**src/rtl/mmio_pkg.sv**
```systemverilog
// Shared constants for the MMIO LED/PWM peripheral: register word indices
// and the layout of the per-channel CH register.
package mmio_pkg;

   localparam int W_CTRL          = 32;
   localparam int W_BLINK_HALF    = 33;
   localparam int W_PINS          = 34;

   localparam int CH_DUTY_LSB     = 0;
   localparam int CH_DUTY_MAX_W   = 16;
   localparam int CH_BLINK_EN_BIT = 16;

   localparam int CTRL_ENABLE_BIT = 0;

endpackage

```
**src/rtl/pwm_channel.sv**
```systemverilog
// One LED channel: holds its duty and blink-enable settings and compares the
// duty against the shared PWM counter to produce the raw (pre-gate) on state.
module pwm_channel
#(
   parameter int PWM_BITS = 8
)
(
   input  logic                sys_clk,
   input  logic                rst,
   input  logic                wr_en,
   input  logic [PWM_BITS-1:0] wr_duty,
   input  logic                wr_blink_en,
   input  logic [PWM_BITS-1:0] pwm_cnt,
   output logic [31:0]         reg_word,
   output logic                blink_en,
   output logic                raw_on
);
   import mmio_pkg::*;

   logic [PWM_BITS-1:0] duty;

   // Channel settings register, loaded only on a committed write to this channel.
   always_ff @(posedge sys_clk) begin
      if (rst) begin
         duty     <= '0;
         blink_en <= 1'b0;
      end else if (wr_en) begin
         duty     <= wr_duty;
         blink_en <= wr_blink_en;
      end
   end

   // Readback view of the CH register; unused bits read as zero.
   always_comb begin
      reg_word = '0;
      reg_word[CH_DUTY_LSB +: PWM_BITS] = duty;
      reg_word[CH_BLINK_EN_BIT] = blink_en;
   end

   // All-ones duty is forced fully on so the top code is not lost to the compare.
   assign raw_on = (duty == '1) || (pwm_cnt < duty);

endmodule

```
**src/rtl/mmio_leds_pwm.sv**
```systemverilog
// MMIO peripheral driving NUM_LEDS outputs, each with a PWM duty and an
// optional blink gate from a shared programmable blink timer. Uses the
// two-cycle work/done handshake of the other MMIO peripherals.
module mmio_leds_pwm
#(
   parameter logic [31:0] BASE_ADDR     = 32'hFFFF0100,
   parameter int          ADDR_BITS     = 8,
   parameter int          NUM_LEDS      = 24,
   parameter int          PWM_BITS      = 8,
   parameter int          BLINK_BITS    = 24,
   parameter logic [31:0] BLINK_DEFAULT = 32'd5_000_000
)
(
   input  logic                sys_clk,
   input  logic                rst,
   input  logic                mmio_read,
   input  logic                mmio_write,
   input  logic [31:0]         mmio_addr,
   input  logic [31:0]         mmio_write_data,
   output logic                mmio_work,
   output logic                mmio_done,
   output logic [31:0]         mmio_read_data,
   output logic [NUM_LEDS-1:0] leds_pin
);
   import mmio_pkg::*;

   localparam int WIDX_BITS = ADDR_BITS - 2;

   logic                  in_window;
   logic [WIDX_BITS-1:0]  word_idx;
   logic                  accept;
   logic                  commit;
   logic                  wr_ctrl;
   logic                  wr_blink;

   logic                  enable;
   logic [BLINK_BITS-1:0] blink_half;
   logic [BLINK_BITS-1:0] blink_cnt;
   logic                  blink_phase;
   logic [PWM_BITS-1:0]   pwm_cnt;

   logic [31:0]           ch_word [NUM_LEDS];
   logic [NUM_LEDS-1:0]   raw_on;
   logic [NUM_LEDS-1:0]   blink_en;

   logic [31:0]           pins_ext;
   logic [31:0]           half_ext;
   logic [31:0]           rd_value;

   logic                  unused_bits;

   assign in_window = (mmio_addr[31:ADDR_BITS] == BASE_ADDR[31:ADDR_BITS]);
   assign word_idx  = mmio_addr[ADDR_BITS-1:2];
   assign mmio_work = in_window & (mmio_read | mmio_write);

   // A request is taken only while done is low, so a held strobe commits once per two cycles.
   assign accept    = mmio_work & ~mmio_done;
   assign commit    = accept & mmio_write;
   assign wr_ctrl   = commit && (word_idx == WIDX_BITS'(W_CTRL));
   assign wr_blink  = commit && (word_idx == WIDX_BITS'(W_BLINK_HALF));

   assign unused_bits = &{1'b0, mmio_addr[1:0], mmio_write_data};

   for (genvar g = 0; g < NUM_LEDS; g++) begin : g_ch
      pwm_channel #(
         .PWM_BITS    (PWM_BITS)
      ) u_ch (
         .sys_clk     (sys_clk),
         .rst         (rst),
         .wr_en       (commit && (word_idx == WIDX_BITS'(g))),
         .wr_duty     (mmio_write_data[CH_DUTY_LSB +: PWM_BITS]),
         .wr_blink_en (mmio_write_data[CH_BLINK_EN_BIT]),
         .pwm_cnt     (pwm_cnt),
         .reg_word    (ch_word[g]),
         .blink_en    (blink_en[g]),
         .raw_on      (raw_on[g])
      );
   end

   // Register read mux; anything unmapped reads as zero.
   always_comb begin
      pins_ext = '0;
      half_ext = '0;
      rd_value = '0;
      pins_ext[NUM_LEDS-1:0]   = leds_pin;
      half_ext[BLINK_BITS-1:0] = blink_half;
      for (int i = 0; i < NUM_LEDS; i++) begin
         if (word_idx == WIDX_BITS'(i)) begin
            rd_value = ch_word[i];
         end
      end
      if (word_idx == WIDX_BITS'(W_CTRL)) begin
         rd_value[CTRL_ENABLE_BIT] = enable;
      end
      if (word_idx == WIDX_BITS'(W_BLINK_HALF)) begin
         rd_value = half_ext;
      end
      if (word_idx == WIDX_BITS'(W_PINS)) begin
         rd_value = pins_ext;
      end
   end

   // Handshake: one-cycle done pulse carrying the pre-write register value.
   always_ff @(posedge sys_clk) begin
      if (rst) begin
         mmio_done      <= 1'b0;
         mmio_read_data <= '0;
      end else begin
         mmio_done      <= accept;
         mmio_read_data <= accept ? rd_value : '0;
      end
   end

   // CTRL and BLINK_HALF configuration registers.
   always_ff @(posedge sys_clk) begin
      if (rst) begin
         enable     <= 1'b1;
         blink_half <= BLINK_DEFAULT[BLINK_BITS-1:0];
      end else begin
         if (wr_ctrl) begin
            enable <= mmio_write_data[CTRL_ENABLE_BIT];
         end
         if (wr_blink) begin
            blink_half <= mmio_write_data[BLINK_BITS-1:0];
         end
      end
   end

   // Free-running PWM counter shared by all channels.
   always_ff @(posedge sys_clk) begin
      if (rst) begin
         pwm_cnt <= '0;
      end else begin
         pwm_cnt <= pwm_cnt + PWM_BITS'(1);
      end
   end

   // Blink timer: half-period down-counter toggling the phase; a zero half-period parks it on.
   always_ff @(posedge sys_clk) begin
      if (rst) begin
         blink_cnt   <= BLINK_DEFAULT[BLINK_BITS-1:0];
         blink_phase <= 1'b1;
      end else if (wr_blink) begin
         blink_cnt   <= mmio_write_data[BLINK_BITS-1:0];
         blink_phase <= 1'b1;
      end else if (blink_half == '0) begin
         blink_cnt   <= '0;
         blink_phase <= 1'b1;
      end else if (blink_cnt == '0) begin
         blink_cnt   <= blink_half;
         blink_phase <= ~blink_phase;
      end else begin
         blink_cnt   <= blink_cnt - BLINK_BITS'(1);
      end
   end

   // Registered LED drive: global enable, PWM compare and per-channel blink gate.
   always_ff @(posedge sys_clk) begin
      if (rst) begin
         leds_pin <= '0;
      end else begin
         leds_pin <= {NUM_LEDS{enable}} & raw_on & (~blink_en | {NUM_LEDS{blink_phase}});
      end
   end

endmodule

```
**config.mk**
```make
export PLATFORM = sky130hd
export DESIGN_NAME = mmio_leds_pwm
export DESIGN_NICKNAME = d
export VERILOG_FILES = /design/src/rtl/mmio_pkg.sv /design/src/rtl/pwm_channel.sv /design/src/rtl/mmio_leds_pwm.sv
export SDC_FILE = /design/constraint.sdc
export NUM_CORES = 1
export LEC_CHECK = 0
export CORE_MARGIN = 4
export CORE_UTILIZATION = 57
export DETAILED_ROUTE_END_ITERATION = 7
export GPL_ROUTABILITY_DRIVEN = 0
export PLACE_DENSITY = 0.77
export SYNTH_ARGS = -nofsm -noshare
export SYNTH_HDL_FRONTEND = slang
export SYNTH_SLANG_ARGS = --single-unit
```
**constraint.sdc**
```tcl
create_clock -name sys_clk -period 6.3 [get_ports sys_clk]
set_input_delay 1.89 -clock sys_clk [delete_from_list [all_inputs] [get_ports sys_clk]]
set_output_delay 1.89 -clock sys_clk [all_outputs]
set_load 0.03 [all_outputs]
```
==> results.toml <==
[power_and_ir_drop]
pwr_density_cell_mw_per_mm2 = 219.4
ir_worst_vdd_mv = 0.2041
p_leak_nw = 7.943

[worst_setup_path]
reg2reg_depth = 6
cp.required_ps = 4410
path_delay_family = "buffers and inverters"
end_kind = "output port"
crit_chain = "clkdlybuf4s50_1, or4_1, nor4_4, and2_1, clkdlybuf4s50_1"
path_common_cell = "clkdlybuf4s50_1"
setup.worst_path.class = "in2out"
crit_buf_inv = 2
r2r-end = "g_ch[6].u_ch.duty[3]$_SDFFE_PP0P_"
r2r_start = "mmio_done$_SDFF_PP0_"
critPathArrivalTime_ps = 3860
slowest_stage = "clkdlybuf4s50_1"
cpPeakStageDelay_ps = 670
r2r_slack_ps = 3300
crit_path_max_fanout = 2
startpoint_type = "input port"

[worst_hold_path]
worstHoldStart = "g_ch[17].u_ch.duty[1]$_SDFFE_PP0P_"
holdCritPathClass = "reg2reg"
whs_endpoint = "g_ch[17].u_ch.duty[1]$_SDFFE_PP0P_"
min_path_cells = 2

[drt]
antenna_left = 0
vias = 19680
drc = 7
wl_per_cell_um = 22.67
viasPerCell = 6.484
drt-initial-drc-count = 2670
postRouteWirelength_um = 68820
first_pass_iters = 8

[global_route]
grt_pass1_wl_um = 104700
grt_overflow_total = 0
grt_pass1_vias = 18770
antenna_found_initial = 1
track_usage_pct = 36.54
grt_max_degree = 93

[timing]
fmax_mhz = 173.8
min_period_ps = 5752
setup_viol = 0
relSlewSlack_pct = 19.35
drv_slew = 0
skew_ps = 10.97
tightest_slew_ps = 1207
hold_violations = 0
tns_ps = 0
rsz0062_at_grt = "false"
fin_crit_sh_pct = 91.30

[cts]
cts_tree = "built"
numCtsBuffers = 37
clkTransAtPathRegs_ps = 60
insertion_delay_ps = 550
ctsHtreeMaxLevel = 2
cts_setup_buffers = 0
clock-root-buffer = "clkbuf_16"
postCtsHoldBufs = 0
cts_resized = 0
clock-sinks = 323
cts_buffer_depth = 3

[yosys]
synth.avg_cell_area_um2 = 7.589
async_reset_ff_share_pct = 0
ys_warn_count = 0
synth-main-ff-cell = "dfxtp_1"
synthTopCellsByArea = "dfxtp_1, ha_1, nand2_1, a21oi_1, inv_1"
synth-seq-cells = 323
yosysSeqAreaShare_pct = 33.99
synthCells = 2507
synth_top_area_share_pct = 33.99
syn_area_mm2 = 0.01902
synth.most_common_cell = "nand2_1"
ys_top_cells_by_count = "nand2_1, dfxtp_1, a21oi_1"
synth_cell_types = 80
synth_top_area_cell = "dfxtp_1"
synth_edf_count = 0

[layout]
fin_area_mm2 = 0.02159
nFillCells = 2809
fin_nets = 2804
fin_util_pct = 66.02
n_antenna_cell = 0
area_delta_synth_final_pct = 13.48
drive_above_1_share_pct = 5.785

[die]
fp.dieW_um = 190.7
start_util_pct = 58.18
fp.dieH_um = 190.7
die_area_mm2 = 0.03636
io_pins = 126
core-area_mm2 = 0.03270
rows = 66

[place]
post_dp_cell_area_mm2 = 0.02041
dpl.hpwl_um = 45760
port_buffers = 107

[status]
violations = "design-rule violations"
status = "complete, but fails checks"

[run]
drv_cap = 0
[stage by stage]
step | std cells | power, mW | setup WS [ps] | hold slack [ps]
2_1_floorplan | 2514 | 2.442 | 1394 | 441.5
3_3_place_gp | 2968 | 2.620 | 567.6 | 451.4
3_5_place_dp | 2968 | 2.632 | 532.6 | 461.2
4_1_cts | 3035 | 4.717 | 526.7 | 469.4
5_1_grt | 3035 | 4.859 | 479.4 | 488.2
6_report | 3035 | 4.738 | 547.8 | 468.9
[worst min-delay path, cell delays in order (launching register included)]
cell and delay, ps:
dfxtp_1 320, nand2_1 60, a21oi_1 50
[cell type report]
| class | instances | area [µm²] | share of cell area [%] |
|---|---|---|---|
| Multi-Input combinational cell | 1874 | 11350 | 52.57 |
| Sequential cell | 323 | 6467 | 29.96 |
| Timing Repair Buffer | 151 | 1370 | 6.346 |
| Clock buffer | 56 | 1087 | 5.037 |
| Inverter | 178 | 668.1 | 3.095 |
| Tap cell | 442 | 553.0 | 2.562 |
| Clock inverter | 11 | 93.84 | 0.4347 |
[worst max path at each step]
stage                   from         to  slack, ps  depth (start not counted)
3_3_place_gp   mmio_addr[11]  mmio_work        570                          5
4_1_cts         mmio_addr[9]  mmio_work        530                          5
3_5_place_dp    mmio_addr[9]  mmio_work        530                          5
2_1_floorplan   mmio_addr[9]  mmio_work       1390                          3
6_report        mmio_addr[9]  mmio_work        550                          5
5_1_grt         mmio_addr[9]  mmio_work        480                          5
[power by group]
part / switching (mW) / internal, mW
sequential: 0.0454 / 2.07
clock: 0.891 / 1.24
combinational: 0.310 / 0.184
[routing by layer]
metal  track usage (%)  wire length, µm  vias to the layer above
li1                  -                -                     8863
met4             21.85             4973                        2
met1             46.46            25490                     9108
met5                 0               20                        -
met3             9.337             8866                      380
met2             55.96            29470                     1326
[placed cells by master, fill, tap and decap left out, drive strengths merged, types with 51 or more instances in the layout]
cell / n
nand4: 58
nor2: 174
o21ai: 63
nand2: 565
a21oi: 305
buf: 51
dfxtp: 323
ha: 171
a21o: 77
nand3: 64
clkdlybuf4s50: 99
clkbuf: 57
inv: 181
[cell families (layout without fill, tap and decap cells)]
logic type / count (synthesis) / after routing / synth area share, %
xor+xnor: 24 / 24 / 1.144
mux: 47 / 47 / 2.887
buf+inv: 317 / 396 / 6.610
fa+ha+maj: 171 / 171 / 11.25
other cells: 1 / 8 / 0.01971
simple gates: 990 / 990 / 23.24
compound gates: 634 / 634 / 20.86
flops: 323 / 323 / 33.99
[registers in the layout (all words and copies together), names as in the netlist]
name	cells
blink_half	24
mmio_read_data	24
enable	1
pwm_cnt	8
mmio_done	1
leds_pin	24
blink_phase	1
g_ch.u_ch.blink_en	24
blink_cnt	24
g_ch.u_ch.duty	192
Note: power is estimated with default switching activity, not from simulation.
